`config.mk`:
```
export PLATFORM = sky130hd
export DESIGN_NAME = oled_text_gen
export DESIGN_NICKNAME = d
export VERILOG_FILES = /design/src/rtl/oled_pkg.sv /design/src/rtl/oled_cursor.sv /design/src/rtl/oled_text_gen.sv
export SDC_FILE = /design/constraint.sdc
export NUM_CORES = 1
export LEC_CHECK = 0
export BUFFER_PORTS_ARGS = -buffer_cell sky130_fd_sc_hd__buf_2
export CAP_MARGIN = 20
export CORE_MARGIN = 1
export CORE_UTILIZATION = 48
export CTS_CLUSTER_DIAMETER = 200
export DETAILED_ROUTE_END_ITERATION = 8
export PLACE_DENSITY = 0.73
export SKIP_CTS_REPAIR_TIMING = 1
export SYNTH_ARGS = -nofsm -noshare
export SYNTH_HDL_FRONTEND = slang
export SYNTH_HIERARCHICAL = 1
export SYNTH_SLANG_ARGS = --single-unit
```
`constraint.sdc`:
```
create_clock -name clk_50m -period 2.3 [get_ports clk_50m]
set_input_delay 0.115 -clock clk_50m [delete_from_list [all_inputs] [get_ports clk_50m]]
set_output_delay 0.115 -clock clk_50m [all_outputs]
set_load 0.01 [all_outputs]
```
`src/rtl/oled_pkg.sv`:
```
// Shared constants, FSM state type and command-payload helper for the OLED text renderer.
package oled_pkg;

   localparam logic [7:0] OLED_CMD_CTRL  = 8'h00;
   localparam logic [7:0] OLED_DATA_CTRL = 8'h40;
   localparam logic [7:0] OLED_PAGE_BASE = 8'hB0;
   localparam int         OLED_COLS      = 128;
   localparam int         OLED_PAGES     = 8;

   typedef enum logic [2:0] {
      ST_IDLE,
      ST_CMD,
      ST_FETCH,
      ST_LOAD,
      ST_DATA,
      ST_ADV,
      ST_FIN
   } state_e;

   // Command sequence per glyph page: set page, column low nibble, column high bits.
   function automatic logic [7:0] cmd_payload(input logic [1:0] sel,
                                              input logic [6:0] col,
                                              input logic [2:0] page);
      case (sel)
         2'd0:    cmd_payload = OLED_PAGE_BASE | {5'd0, page};
         2'd1:    cmd_payload = {4'h0, col[3:0]};
         default: cmd_payload = {4'h1, 1'b0, col[6:4]};
      endcase
   endfunction

endpackage

```
`src/rtl/oled_cursor.sv`:
```
// Text cursor: holds the current glyph origin and computes the next origin with line wrap.
module oled_cursor
   import oled_pkg::*;
#(
   parameter int FONT_W     = 8,
   parameter int FONT_PAGES = 2
) (
   input  logic       clk_50m,
   input  logic       rst,
   input  logic       load_i,
   input  logic       step_i,
   input  logic [6:0] x_i,
   input  logic [2:0] y_i,
   output logic [6:0] cur_x_o,
   output logic [2:0] cur_y_o,
   output logic [6:0] nxt_x_o,
   output logic [2:0] nxt_y_o
);

   logic [6:0] x_q, x_d;
   logic [2:0] y_q, y_d;
   logic [7:0] reach;
   logic       wrap;

   // A glyph fits on this line only if a further whole glyph would still fit after it.
   assign reach   = {1'b0, x_q} + 8'(2 * FONT_W);
   assign wrap    = reach > 8'(OLED_COLS);
   assign nxt_x_o = wrap ? 7'd0 : 7'({1'b0, x_q} + 8'(FONT_W));
   assign nxt_y_o = wrap ? 3'(y_q + 3'(FONT_PAGES)) : y_q;

   always_comb begin
      x_d = x_q;
      y_d = y_q;
      if (load_i) begin
         x_d = x_i;
         y_d = y_i;
      end else if (step_i) begin
         x_d = nxt_x_o;
         y_d = nxt_y_o;
      end
   end

   always_ff @(posedge clk_50m or posedge rst) begin
      if (rst) begin
         x_q <= '0;
         y_q <= '0;
      end else begin
         x_q <= x_d;
         y_q <= y_d;
      end
   end

   assign cur_x_o = x_q;
   assign cur_y_o = y_q;

endmodule

```
`src/rtl/oled_text_gen.sv`:
```
// Multi-character OLED text renderer: fetches glyph columns from a font ROM and
// emits one 24-bit I2C frame per command/data byte, with line wrap, invert and abort.
module oled_text_gen
   import oled_pkg::*;
#(
   parameter int          FONT_W     = 8,
   parameter int          FONT_PAGES = 2,
   parameter int          MAX_LEN    = 16,
   parameter int          LEN_W      = 6,
   parameter logic [7:0]  I2C_ADDR   = 8'h78
) (
   input  logic             clk_50m,
   input  logic             rst,
   input  logic             start,
   input  logic [LEN_W-1:0] len,
   input  logic [6:0]       x,
   input  logic [2:0]       y,
   input  logic             invert,
   input  logic             abort,
   output logic [LEN_W-1:0] str_idx,
   input  logic [7:0]       str_char,
   output logic [7:0]       font_ascii,
   output logic [1:0]       font_page,
   output logic [3:0]       font_col,
   input  logic [7:0]       font_byte,
   output logic             iic_wr_req,
   output logic [23:0]      iic_wr_data,
   input  logic             iic_wr_done,
   output logic             busy,
   output logic             done
);

   state_e           state_q, state_d;
   logic [LEN_W-1:0] len_q, len_d, ci_q, ci_d, len_c;
   logic [1:0]       pg_q, pg_d, cmd_q, cmd_d;
   logic [3:0]       cc_q, cc_d;
   logic             inv_q, inv_d, abort_q, abort_d;
   logic [23:0]      data_q, data_d;
   logic             req_q, busy_q, done_q;
   logic             cur_load, cur_step, abort_any, wr_ack;
   logic [6:0]       cur_x, nxt_x;
   logic [2:0]       cur_y, nxt_y;

   oled_cursor #(
      .FONT_W     (FONT_W),
      .FONT_PAGES (FONT_PAGES)
   ) u_cursor (
      .clk_50m (clk_50m),
      .rst     (rst),
      .load_i  (cur_load),
      .step_i  (cur_step),
      .x_i     (x),
      .y_i     (y),
      .cur_x_o (cur_x),
      .cur_y_o (cur_y),
      .nxt_x_o (nxt_x),
      .nxt_y_o (nxt_y)
   );

   assign len_c     = (len > LEN_W'(MAX_LEN)) ? LEN_W'(MAX_LEN) : len;
   assign abort_any = abort_q | abort;
   // req_q is high exactly in CMD/DATA, so a stray done outside a frame is ignored.
   assign wr_ack    = iic_wr_done & req_q;

   // NOTE: every variable gets its default before the case so no latch is inferred.
   always_comb begin
      state_d  = state_q;
      len_d    = len_q;
      ci_d     = ci_q;
      pg_d     = pg_q;
      cc_d     = cc_q;
      cmd_d    = cmd_q;
      inv_d    = inv_q;
      data_d   = data_q;
      cur_load = 1'b0;
      cur_step = 1'b0;
      abort_d  = (state_q == ST_IDLE || state_q == ST_FIN) ? 1'b0 : abort_any;

      case (state_q)
         ST_IDLE: if (start) begin
            inv_d    = invert;
            len_d    = len_c;
            ci_d     = '0;
            pg_d     = '0;
            cc_d     = '0;
            cmd_d    = '0;
            cur_load = 1'b1;
            data_d   = {I2C_ADDR, OLED_CMD_CTRL, cmd_payload(2'd0, x, y)};
            state_d  = (len_c == '0) ? ST_FIN : ST_CMD;
         end
         ST_CMD: if (wr_ack) begin
            if (abort_any) begin
               state_d = ST_FIN;
            end else if (cmd_q == 2'd2) begin
               state_d = ST_FETCH;
            end else begin
               cmd_d  = 2'(cmd_q + 2'd1);
               data_d = {I2C_ADDR, OLED_CMD_CTRL,
                         cmd_payload(2'(cmd_q + 2'd1), cur_x, 3'(cur_y + {1'b0, pg_q}))};
            end
         end
         ST_FETCH: state_d = abort_any ? ST_FIN : ST_LOAD;
         ST_LOAD: begin
            if (abort_any) begin
               state_d = ST_FIN;
            end else begin
               data_d  = {I2C_ADDR, OLED_DATA_CTRL, font_byte ^ {8{inv_q}}};
               state_d = ST_DATA;
            end
         end
         ST_DATA: if (wr_ack) begin
            if (abort_any) begin
               state_d = ST_FIN;
            end else if (cc_q < 4'(FONT_W - 1)) begin
               cc_d    = 4'(cc_q + 4'd1);
               state_d = ST_FETCH;
            end else if (pg_q < 2'(FONT_PAGES - 1)) begin
               pg_d    = 2'(pg_q + 2'd1);
               cc_d    = '0;
               cmd_d   = '0;
               data_d  = {I2C_ADDR, OLED_CMD_CTRL,
                          cmd_payload(2'd0, cur_x, 3'(cur_y + {1'b0, pg_q} + 3'd1))};
               state_d = ST_CMD;
            end else begin
               cc_d    = '0;
               state_d = ST_ADV;
            end
         end
         ST_ADV: begin
            ci_d = LEN_W'(ci_q + 1'b1);
            pg_d = '0;
            if (abort_any || LEN_W'(ci_q + 1'b1) == len_q) begin
               state_d = ST_FIN;
            end else begin
               cur_step = 1'b1;
               cmd_d    = '0;
               data_d   = {I2C_ADDR, OLED_CMD_CTRL, cmd_payload(2'd0, nxt_x, nxt_y)};
               state_d  = ST_CMD;
            end
         end
         ST_FIN:  state_d = ST_IDLE;
         default: state_d = ST_IDLE;
      endcase
   end

   // NOTE: state registers use non-blocking assignments so all flops update together.
   always_ff @(posedge clk_50m or posedge rst) begin
      if (rst) begin
         state_q <= ST_IDLE;
         len_q   <= '0;
         ci_q    <= '0;
         pg_q    <= '0;
         cc_q    <= '0;
         cmd_q   <= '0;
         inv_q   <= 1'b0;
         abort_q <= 1'b0;
         data_q  <= '0;
         req_q   <= 1'b0;
         busy_q  <= 1'b0;
         done_q  <= 1'b0;
      end else begin
         state_q <= state_d;
         len_q   <= len_d;
         ci_q    <= ci_d;
         pg_q    <= pg_d;
         cc_q    <= cc_d;
         cmd_q   <= cmd_d;
         inv_q   <= inv_d;
         abort_q <= abort_d;
         data_q  <= data_d;
         req_q   <= (state_d == ST_CMD) || (state_d == ST_DATA);
         busy_q  <= (state_d != ST_IDLE) && (state_d != ST_FIN);
         done_q  <= (state_d == ST_FIN);
      end
   end

   assign str_idx     = ci_q;
   assign font_ascii  = (state_q == ST_FETCH) ? str_char : 8'h00;
   assign font_page   = pg_q;
   assign font_col    = cc_q;
   assign iic_wr_req  = req_q;
   assign iic_wr_data = data_q;
   assign busy        = busy_q;
   assign done        = done_q;

endmodule

```
======== Yosys cells after proc, flatten, opt, wreduce, memory -nomap -nowiden ========
Cells that the tools add are included.
cells by class
  add/subtract/negate cells ............... 9
  $lt $le $gt $ge ......................... 4
  eq/ne operators ......................... 23
  mux-type cells .......................... 60
  bitwise gates (word level) .............. 3
  reductions and logical operators ........ 20
operator list
  kind                                                  number
  two-way mux 24 bit                                    10
  one-hot mux 24 bit (5 select lines)                   1
  two-way mux 3 bit                                     14
  two-way mux 2 bit                                     14
  two-way mux 7 bit                                     3
  inequality test 2 bit (second input constant)         10
  one-hot mux 3 bit (6 select lines)                    1
  two-way mux 4 bit                                     4
  one-hot mux 8 bit (2 select lines)                    1
  equality test 3 bit (second input constant)           5
  two-way mux 6 bit                                     2
  one-hot mux 6 bit (2 select lines)                    1
  AND reduction 11 bit                                  1
  AND reduction 10 bit                                  1
  adder 7 x 5 -> 8 bit (second input constant)          1
  > comparator 8 bit (second input constant)            1
  two-way mux 8 bit                                     1
  one-hot mux 2 bit (4 select lines)                    1
  one-hot mux 4 bit (2 select lines)                    1
  bitwise XOR 8 bit                                     1
  adder 7 x 4 -> 7 bit (second input constant)          1
  adder 6 x 1 -> 6 bit (second input constant)          1
  equality test 3 x 1 -> 1 bit (second input constant)  2
  equality test 3 x 2 -> 1 bit (second input constant)  2
  other kinds (28)                                      39
word-level totals
  register bits after elaboration ......... 62
  input bits .............................. 38
  output and inout port bits .............. 47
  word-level logic and storage cells ...... 133

======== Logic depth before layout (Yosys ltp) ========
Gate-level depths: netlist (run 1).
  word-level depth ........................ 8
  mapped depth ............................ 11

======== By module ========
The synthesis (run 1) kept the hierarchy.
by module, submodules not included
  module         instances  cells each  area each (µm²)  sequential area each (µm²)
  oled_text_gen  1          290         2631.3           950.9
  oled_cursor    1          61          596.8            250.2

======== Worst setup path after synthesis (run 1) ========
Ideal clock, no wire load.
  kind .................................... reg-to-reg
  start point ............................. register ci_q[0], in the netlist str_idx[0]
  end point ............................... register u_cursor.y_q[1], in the netlist u_cursor/cur_y_o[1]
  library setup time ...................... 0.135 ns
  arrival time ............................ 2.241 ns
  data required time ...................... 2.165 ns
  setup slack ............................. -0.076 ns
  stages on the path, launching flop included .. 12
  path buffers ............................ 1
  cells stage by stage .................... dfrtp_1 -> ha_1 -> xnor2_1 -> xnor2_1 -> nor3_1 -> a31o_2 -> nor2_2 -> clkbuf_1 -> nand4_1 -> nor2_1 -> xnor2_1 -> o21ai_0
on the way
  word-level cells in the longest chain between the ends .. 6
ends and longest elaborated chain
  element                              RTL line              RTL
  start: declaration                   oled_text_gen.sv:34   logic [LEN_W-1:0] len_q, len_d, ci_q, ci_d, len_c;
  start signal: assignment             oled_text_gen.sv:164  ci_q <= ci_d;
  adder 6 x 1 -> 6 bit                 oled_text_gen.sv:132  if (abort_any || LEN_W'(ci_q + 1'b1) == len_q) begin
  equality test 6 bit                  oled_text_gen.sv:132
  logical OR 1 bit                     oled_text_gen.sv:132
  two-way mux 1 bit                    oled_text_gen.sv:132
  two-way mux 1 bit                    oled_text_gen.sv:79   case (state_q)
  via cur_step                         oled_text_gen.sv:40   logic cur_load, cur_step, abort_any, wr_ack;
  nonzero test 2 bit (no source line)  -
  end signal: assignment               oled_cursor.sv:49     y_q <= y_d;
  end: declaration                     oled_cursor.sv:21     logic [2:0] y_q, y_d;
The timed path passes the listed nets, and every way through them passes these cells.
A chain may end at the register's enable or synchronous reset.

======== Worst setup path in the final report (run 1) ========
  start point ............................. register u_cursor.y_q[0], in the netlist u_cursor/cur_y_o[0]
  end point ............................... register data_q[2], in the netlist iic_wr_data[2]
on the way
  word-level cells in the longest chain between the ends .. 7
  elaborated cells on any way between the ends .. 14
  classes of those cells .................. add/sub: 3; mux: 11
ends and longest elaborated chain
  element                                  RTL line                                   RTL
  adder 3 x 2 -> 3 bit                     oled_text_gen.sv:99, oled_text_gen.sv:122
  adder 3 x 1 -> 3 bit                     oled_text_gen.sv:122                       cmd_payload(2'd0, cur_x, 3'(cur_y + {1'b0, pg_q} + 3'd1))};
  two-way mux 24 bit                       oled_text_gen.sv:117                       end else if (pg_q < 2'(FONT_PAGES - 1)) begin
  two-way mux 24 bit                       oled_text_gen.sv:114                       end else if (cc_q < 4'(FONT_W - 1)) begin
  two-way mux 24 bit                       oled_text_gen.sv:112                       if (abort_any) begin
  two-way mux 24 bit                       oled_text_gen.sv:111                       ST_DATA: if (wr_ack) begin
  one-hot mux 24 bit (5 select lines) (*)  oled_text_gen.sv:79
  end signal: assignment                   oled_text_gen.sv:170                       data_q <= data_d;
  end: declaration                         oled_text_gen.sv:38                        logic [23:0] data_q, data_d;
Mark *: on every way between the ends. The rest lies on a longest branch, timed or not. The select of a mux whose other input is x is not followed.

==> flow_summary.ini, run 1 <==
[status]
status = completed

[floorplan]
row_count = 29
die_w_um = 83.6
fp.dieArea_um2 = 6980
initial_core_util_pct = 50.0
ioPinCount = 85
dieHeight_um = 83.6
core_um2 = 6390

[final_layout]
drive_above_1_share_pct = 31.5
final_cells = 515
final_common_cell = buf_2
fillers = 570
nNetsFinal = 487
final_cell_area_um2 = 3840
layout_common_cells = buf_2 (73), nand2_1 (49), dfrtp_1 (48)
area_growth_pct = 20.3
num_antenna_cells = 0

[timing]
hold_violations = 0
hold_slack_ns = 0.00882
drv_slew = 0
relSlewSlack_pct = 66.2
skew_ns = 0.00908
finalSetupTns_ns = 0
setup_viol = 0
period_share_pct = 98.9
period_minus_slack_ns = 2.27
clock.fmax_ghz = 0.440
rsz0062_at_grt = true
worst_pin_slew_ns = 0.507

[worst_setup_path]
cp-start-kind = flip-flop
critPathRequiredTime_ns = 2.49
critPathKind = reg -> reg
cp.arrival_ns = 2.47
setup.worst_path.end_class = flip-flop
worst-path-max-fanout = 3

[grt]
grt.overflow.total = 0
grt_max_degree = 39
antenna_found_initial = 0
grt_pass1_wl_um = 12100
grt_pass1_vias = 2601
track_usage_pct = 21.3

[routing]
vias = 2783
m1WireLength_um = 3310
drt_first_pass_iters = 5
wirelength_um = 7230
route.detailed.drc = 0
final_antenna_net_count = 0
routed-wl-met2_um = 3420
drt-vias-per-instance = 5.40
first_iter_violations = 114
wl_per_cell_um = 14.0
highest_layer = met4
met3_length_um = 427

[logic_synthesis]
yosysWarnings = 6
synth_area_um2 = 3190
avgSynthCellArea_um2 = 9.26
syn_inst = 345

[placed_design]
gp_congestion = 0.936
dp.cells = 504
post_dp_cell_area_um2 = 3690
hpwlAfterDp_um = 5570
portBuffers = 73

[cts]
clock_latency_ns = 0.30
numCtsBuffers = 5
clock_path_buffers = 2
path_clk_slew_ns = 0.09
htree_levels = 2
cts_tree = yes
cts_sinks = 48
root_buffer = clkbuf_8

[min_path]
holdCritPathClass = in -> reg

[power]
irDropWorstVdd_v = 0.000643
p_leak_uw = 0.00190
pwr_density_cell_nw_per_um2 = 1230

[run]
cap_violations = 0
-- per-stage QoR --
step,power (uW),utilization [%],worst slack (ns)
final,4720,60.2,0.0261
after floorplan,3330,-,0.000607
after global routing,5110,60.2,-0.0533
after global placement,4030,57.9,0.0647
after CTS,4630,59.3,-0.0288
after detailed placement,4090,57.9,-0.0147
-- worst paths after layout --
check / start / end / slack, ns / cells past startpoint
setup / recovery: u_cursor/cur_y_o[0] / iic_wr_data[2] / 0.03 / 10
hold / removal: invert / inv_q / 0.009 / 3
setup reg to reg: u_cursor/cur_y_o[0] / iic_wr_data[2] / 0.03 / 10
hold reg to reg: len_q[0] / len_q[0] / 0.50 / 2
max in group asynchronous: rst / str_idx[0] / 1.46 / 4
min in group asynchronous: rst / u_cursor/cur_x_o[1] / 0.34 / 3
-- worst max-delay path, cell delays in order, from the launching register on --
cell and delay [ns]:
dfrtp_1 0.39, ha_2 0.19, inv_2 0.03, fa_1 0.48
inv_2 0.05, ha_4 0.15, xor2_1 0.15, a21oi_1 0.15
o21ai_1 0.07, a221o_1 0.26, mux2_4 0.25
-- registers in the layout, summed over array words and instances (netlist names), 2 cells and up --
register and count:
cmd_q 2, font_col 4, font_page 2, iic_wr_data 10
len_q 6, state_q 3, str_idx 6, u_cursor/cur_x_o 7
u_cursor/cur_y_o 3
-- report_power, final --
group	internal [uW]	switching (uW)
Combinational	1340	1360
Sequential	1150	345
Clock	241	283
-- metal layers --
layer | track usage, % | vias up
met3 | 4.45 | 6
met2 | 35.9 | 93
met1 | 27.9 | 1327
li1 | - | 1357
met5 | 0 | -
met4 | 5.39 | 0
-- area by class of cell --
| type | instances | area [um^2] | area share, % |
|---|---|---|---|
| multi-input combinational | 269 | 1830 | 47.6 |
| sequential | 48 | 1200 | 31.3 |
| timing repair buffer | 101 | 578 | 15.0 |
| tap | 77 | 96.3 | 2.51 |
| clock buffer | 6 | 82.6 | 2.15 |
| inverter | 12 | 45.0 | 1.17 |
| clock inverter | 2 | 10.0 | 0.261 |
Power figures use the tool's default switching activity.
==> inputs of run 2 (changes only) <==
--- a/config.mk
+++ b/config.mk
@@ -7,8 +7,10 @@
 export LEC_CHECK = 0
 export BUFFER_PORTS_ARGS = -buffer_cell sky130_fd_sc_hd__buf_2
 export CAP_MARGIN = 20
+export CELL_PAD_IN_SITES_DETAIL_PLACEMENT = 1
+export CELL_PAD_IN_SITES_GLOBAL_PLACEMENT = 1
 export CORE_MARGIN = 1
-export CORE_UTILIZATION = 48
+export CORE_UTILIZATION = 36
 export CTS_CLUSTER_DIAMETER = 200
 export DETAILED_ROUTE_END_ITERATION = 8
 export PLACE_DENSITY = 0.73
==> flow_summary.ini, run 2 (synthesized netlist as in run 1, its figures left out) <==
[status]
status = finished, violations left
failed_checks = hold timing

[routing]
wirelength_um = 9100
vias = 2838
route.detailed.drc = 0
drt_first_pass_iters = 4
first_iter_violations = 144
drt-vias-per-instance = 5.18
wl_per_cell_um = 16.6
final_antenna_net_count = 0

[worst_setup_path]
slowest_stage = fa_1
slowest_delay_ns = 0.48
worstPathCellList = ha_2, inv_2, fa_1, inv_2, ha_4, xor2_1, a21oi_1, o21ai_1, a221o_1, mux2_4
setup.worst_path.end_class = flip-flop
cp-start-kind = flip-flop
worst-path-buf-inv = 2
cp.arrival_ns = 2.48
r2r_setup_slack_ns = 0.01
cp_top_family = adder cells
reg2reg_from = u_cursor/cur_y_o[0]
worst-path-max-fanout = 2
critPathKind = reg -> reg
rr_endpoint = iic_wr_data[2]
cpMostUsedCell = inv_2
r2r_cells = 10
critPathRequiredTime_ns = 2.49

[min_path]
hold_depth = 3
holdCritPathClass = in -> reg
hp-start = invert
worstHoldEndpoint = inv_q

[grt]
grt_max_degree = 39
grt_pass1_wl_um = 14500
track_usage_pct = 20.4
grt_pass1_vias = 2947
grt.overflow.total = 0
met1_usage_pct = 27.1
grt_util_met3_pct = 3.32
grt_use_met2_pct = 33.7
grt.busiest_layer = met2
antenna_found_initial = 0

[final_layout]
area_growth_pct = 24.8
layout_common_cells = buf_2 (73), nand2_1 (49), dfrtp_1 (47)
fillers = 1000
multi_input_area_um2 = 1880
post-route-util_pct = 47.6
nNetsFinal = 492
largest_register_ffs = 10
seqCellArea_um2 = 1200
num_antenna_cells = 0
drive_above_1_share_pct = 33.0
final_common_cell = buf_2

[floorplan]
fp.dieArea_um2 = 9250
dieHeight_um = 96.2
initial_core_util_pct = 38.1
die_w_um = 96.2
row_count = 33
core_um2 = 8380
ioPinCount = 85

[timing]
hold_violations = 1
hold_slack_ns = -0.00356
relSlewSlack_pct = 62.7
skew_ns = 0.00717
rsz0062_at_grt = true
setup_viol = 0
drv_slew = 0
worst_pin_slew_ns = 0.560
period_share_pct = 99.6
period_minus_slack_ns = 2.29
clock.fmax_ghz = 0.437

[cts]
root_buffer = clkbuf_8
clock_path_buffers = 2
clock_latency_ns = 0.31
numCtsBuffers = 5
cts_sinks = 48
cts_tree = yes
path_clk_slew_ns = 0.10
htree_levels = 2

[placed_design]
hpwlAfterDp_um = 6810
portBuffers = 73
gp_congestion = 0.844

[power]
pwr_density_cell_nw_per_um2 = 1280
p_leak_uw = 0.00193
irDropWorstVdd_v = 0.000459
total_power_uw = 5090

[run]
cap_violations = 0
run 2: per-layer routing:
metal | share of wire [%] | up-vias
met4 | 2.1 | 0
met3 | 4.5 | 19
li1 | - | 1367
met5 | 0 | -
met1 | 46 | 1363
met2 | 47 | 89
run 2: power by group:
group / internal (uW) / switching, uW / leakage (uW)
clock network: 323 / 316 / 0.0000541
registers: 1150 / 358 / 0.000608
logic: 1420 / 1520 / 0.00126
total: 2900 / 2190 / 0.00193
run 2: worst min-delay path, stage by stage:
cell     delay, ns
buf_2         0.07
nand2_1       0.04
nand2_1       0.05
run 2: metrics by stage:
step | setup WS, ns | TNS, ns | std cells | cell area [um^2]
after floorplan | 0.000607 | 0 | 355 | 3240
after global placement | 0.0731 | 0 | 534 | 3740
after detailed placement | -0.0261 | -0.0261 | 534 | 3740
after CTS | -0.0574 | -0.0879 | 542 | 3860
after global routing | -0.0744 | -0.311 | 548 | 3990
final | 0.00959 | 0 | 548 | 3990
run 2: worst max-delay path by stage:
| stage | startpoint | end | cells past startpoint | slack, ns |
|---|---|---|---|---|
| 3_3_place_gp | font_page[0] | iic_wr_data[2] | 10 | 0.07 |
| 5_1_grt | font_page[0] | iic_wr_data[7] | 9 | -0.07 |
| 4_1_cts | str_idx[0] | u_cursor/cur_y_o[1] | 10 | -0.06 |
| 6_report | u_cursor/cur_y_o[0] | iic_wr_data[2] | 10 | 0.01 |
| 3_5_place_dp | str_idx[0] | u_cursor/cur_y_o[1] | 10 | -0.03 |
| 2_1_floorplan | str_idx[0] | u_cursor/cur_y_o[2] | 9 | 0.0006 |
run 2: cell type report:
type	count	share of cell area, %
multi-input combinational	271	47.2
timing repair buffer	104	15.4
sequential	48	30.2
clock inverter	3	1.07
tap	105	3.30
inverter	12	1.13
clock buffer	5	1.73
==> inputs of run 3 (changes only) <==
--- a/config.mk
+++ b/config.mk
@@ -14,7 +14,9 @@
 export CTS_CLUSTER_DIAMETER = 200
 export DETAILED_ROUTE_END_ITERATION = 8
 export PLACE_DENSITY = 0.73
+export REMOVE_ABC_BUFFERS = 1
 export SKIP_CTS_REPAIR_TIMING = 1
+export SLEW_MARGIN = 10
 export SYNTH_ARGS = -nofsm -noshare
 export SYNTH_HDL_FRONTEND = slang
 export SYNTH_HIERARCHICAL = 1
==> flow_summary.ini, run 3 (synthesized netlist as in run 1, its figures left out) <==
[status]
status = finished, violations left
failed_checks = hold timing

[routing]
first_iter_violations = 99
route.detailed.drc = 0
final_antenna_net_count = 0
wirelength_um = 8730
drt-vias-per-instance = 5.20
drt_first_pass_iters = 4
vias = 2844
wl_per_cell_um = 16.0

[floorplan]
initial_core_util_pct = 38.1
die_w_um = 96.2
fp.dieArea_um2 = 9250
row_count = 33
ioPinCount = 85
dieHeight_um = 96.2
core_um2 = 8380

[final_layout]
largest_register_ffs = 10
area_growth_pct = 23.4
final_common_cell = buf_2
layout_common_cells = buf_2 (73), nand2_1 (49), dfrtp_1 (48)
drive_above_1_share_pct = 32.6
fillers = 1037
num_antenna_cells = 0
final_cell_area_um2 = 3940
nNetsFinal = 491

[worst_setup_path]
cp.arrival_ns = 2.48
worst-path-max-fanout = 2
r2r_setup_slack_ns = 0.02
reg2reg_from = u_cursor/cur_y_o[0]
critPathKind = reg -> reg
critPathRequiredTime_ns = 2.50
setup.worst_path.end_class = flip-flop
cp-start-kind = flip-flop
rr_endpoint = iic_wr_data[2]
r2r_cells = 10

[power]
pwr-share-clk_pct = 12.8
pwr_density_cell_nw_per_um2 = 1260
p_leak_uw = 0.00192
p_sw_share_pct = 42.7
irDropWorstVdd_v = 0.000415
p_int_uw = 2850
switchingPower_uw = 2130
sequentialPowerShare_pct = 29.9
pwr-share-comb_pct = 57.3

[cts]
cts_tree = yes
path_clk_slew_ns = 0.10
cts_sinks = 48
root_buffer = clkbuf_8
numCtsBuffers = 5
htree_levels = 2
clock_path_buffers = 2
clock_latency_ns = 0.31

[timing]
period_minus_slack_ns = 2.28
hold_slack_ns = -0.00300
rsz0062_at_grt = true
setup_viol = 0
period_share_pct = 99.1
setup_ws_ns = 0.0196
worst_pin_slew_ns = 0.513
clock.fmax_ghz = 0.439
relSlewSlack_pct = 65.8
drv_slew = 0
hold_violations = 1
skew_ns = 0.0101

[grt]
grt.overflow.total = 0
grt_pass1_vias = 2894
grt_pass1_wl_um = 14300
track_usage_pct = 20.3
antenna_found_initial = 0
grt_max_degree = 39

[run]
cap_violations = 0

[min_path]
hold_depth = 3
worstHoldEndpoint = inv_q
holdCritPathClass = in -> reg
hp-start = invert

[placed_design]
pre_cts_slack_ns = -0.0562
portBuffers = 73
post_dp_cell_area_um2 = 3760
gp_congestion = 0.890
hpwlAfterDp_um = 6680
run 3: cell count changes in the layout (fill, tap and decap cells not counted), sizes merged:
| cell | before | now |
|---|---|---|
| a21oi | 14 | 13 |
| nor2 | 26 | 25 |
| buf | 103 | 104 |
run 3: final cells by class:
cell class | count | area, um^2 | share of cell area (%)
multi-input cells | 269 | 1830 | 46.5
flip-flops and latches | 48 | 1200 | 30.5
repair buffers | 105 | 621 | 15.7
well taps | 105 | 131 | 3.33
clock buffers | 5 | 68.8 | 1.75
inverters | 12 | 45.0 | 1.14
clock inverters | 3 | 42.5 | 1.08
run 3: worst max-delay path by stage:
stage               cells after the start                  end           startpoint  slack, ns
global placement                       10       iic_wr_data[2]         font_page[0]       0.04
finish                                 10       iic_wr_data[2]  u_cursor/cur_y_o[0]       0.02
CTS                                    10  u_cursor/cur_y_o[1]           str_idx[0]      -0.08
global route                           10  u_cursor/cur_y_o[1]           str_idx[0]      -0.07
floorplan                              10  u_cursor/cur_y_o[1]           str_idx[0]      0.007
detailed placement                     10  u_cursor/cur_y_o[1]           str_idx[0]      -0.06
run 3: stage by stage:
step	utilization (%)	power [uW]	hold slack, ns	TNS [ns]	instances
2_1_floorplan	-	3230	-0.0448	0	329
5_1_grt	47.0	5380	0.0179	-0.114	547
6_report	47.0	4980	-0.00300	0	547
3_5_place_dp	44.9	4220	0.143	-0.100	537
3_3_place_gp	44.9	4120	0.130	0	537
4_1_cts	46.2	4890	-0.196	-0.249	545
run 3: critical path: stages (launching register included):
cell,delay [ns]
dfrtp_1,0.37
ha_2,0.18
inv_2,0.04
fa_1,0.48
inv_2,0.05
ha_4,0.15
xor2_1,0.15
a21oi_1,0.15
o21ai_1,0.07
a221o_1,0.27
mux2_4,0.25
run 3: metal layers:
layer | part of all wire [%] | routed length [um] | vias to the layer above | GRT usage (%)
met5 | 0 | 0 | - | 0
met4 | 1.7 | 148 | 0 | 5.60
met3 | 3.9 | 339 | 12 | 2.69
met2 | 47 | 4120 | 78 | 33.7
met1 | 47 | 4120 | 1384 | 27.6
li1 | - | - | 1370 | -
run 3: power by group through the flow:
stage | Combinational (uW) | Clock (uW) | Sequential [uW]
after floorplan | 1690 | 0 | 1540
after global placement | 2620 | 0 | 1490
after detailed placement | 2720 | 0 | 1510
after CTS | 2750 | 652 | 1490
after global routing | 3150 | 690 | 1540
final | 2850 | 639 | 1490
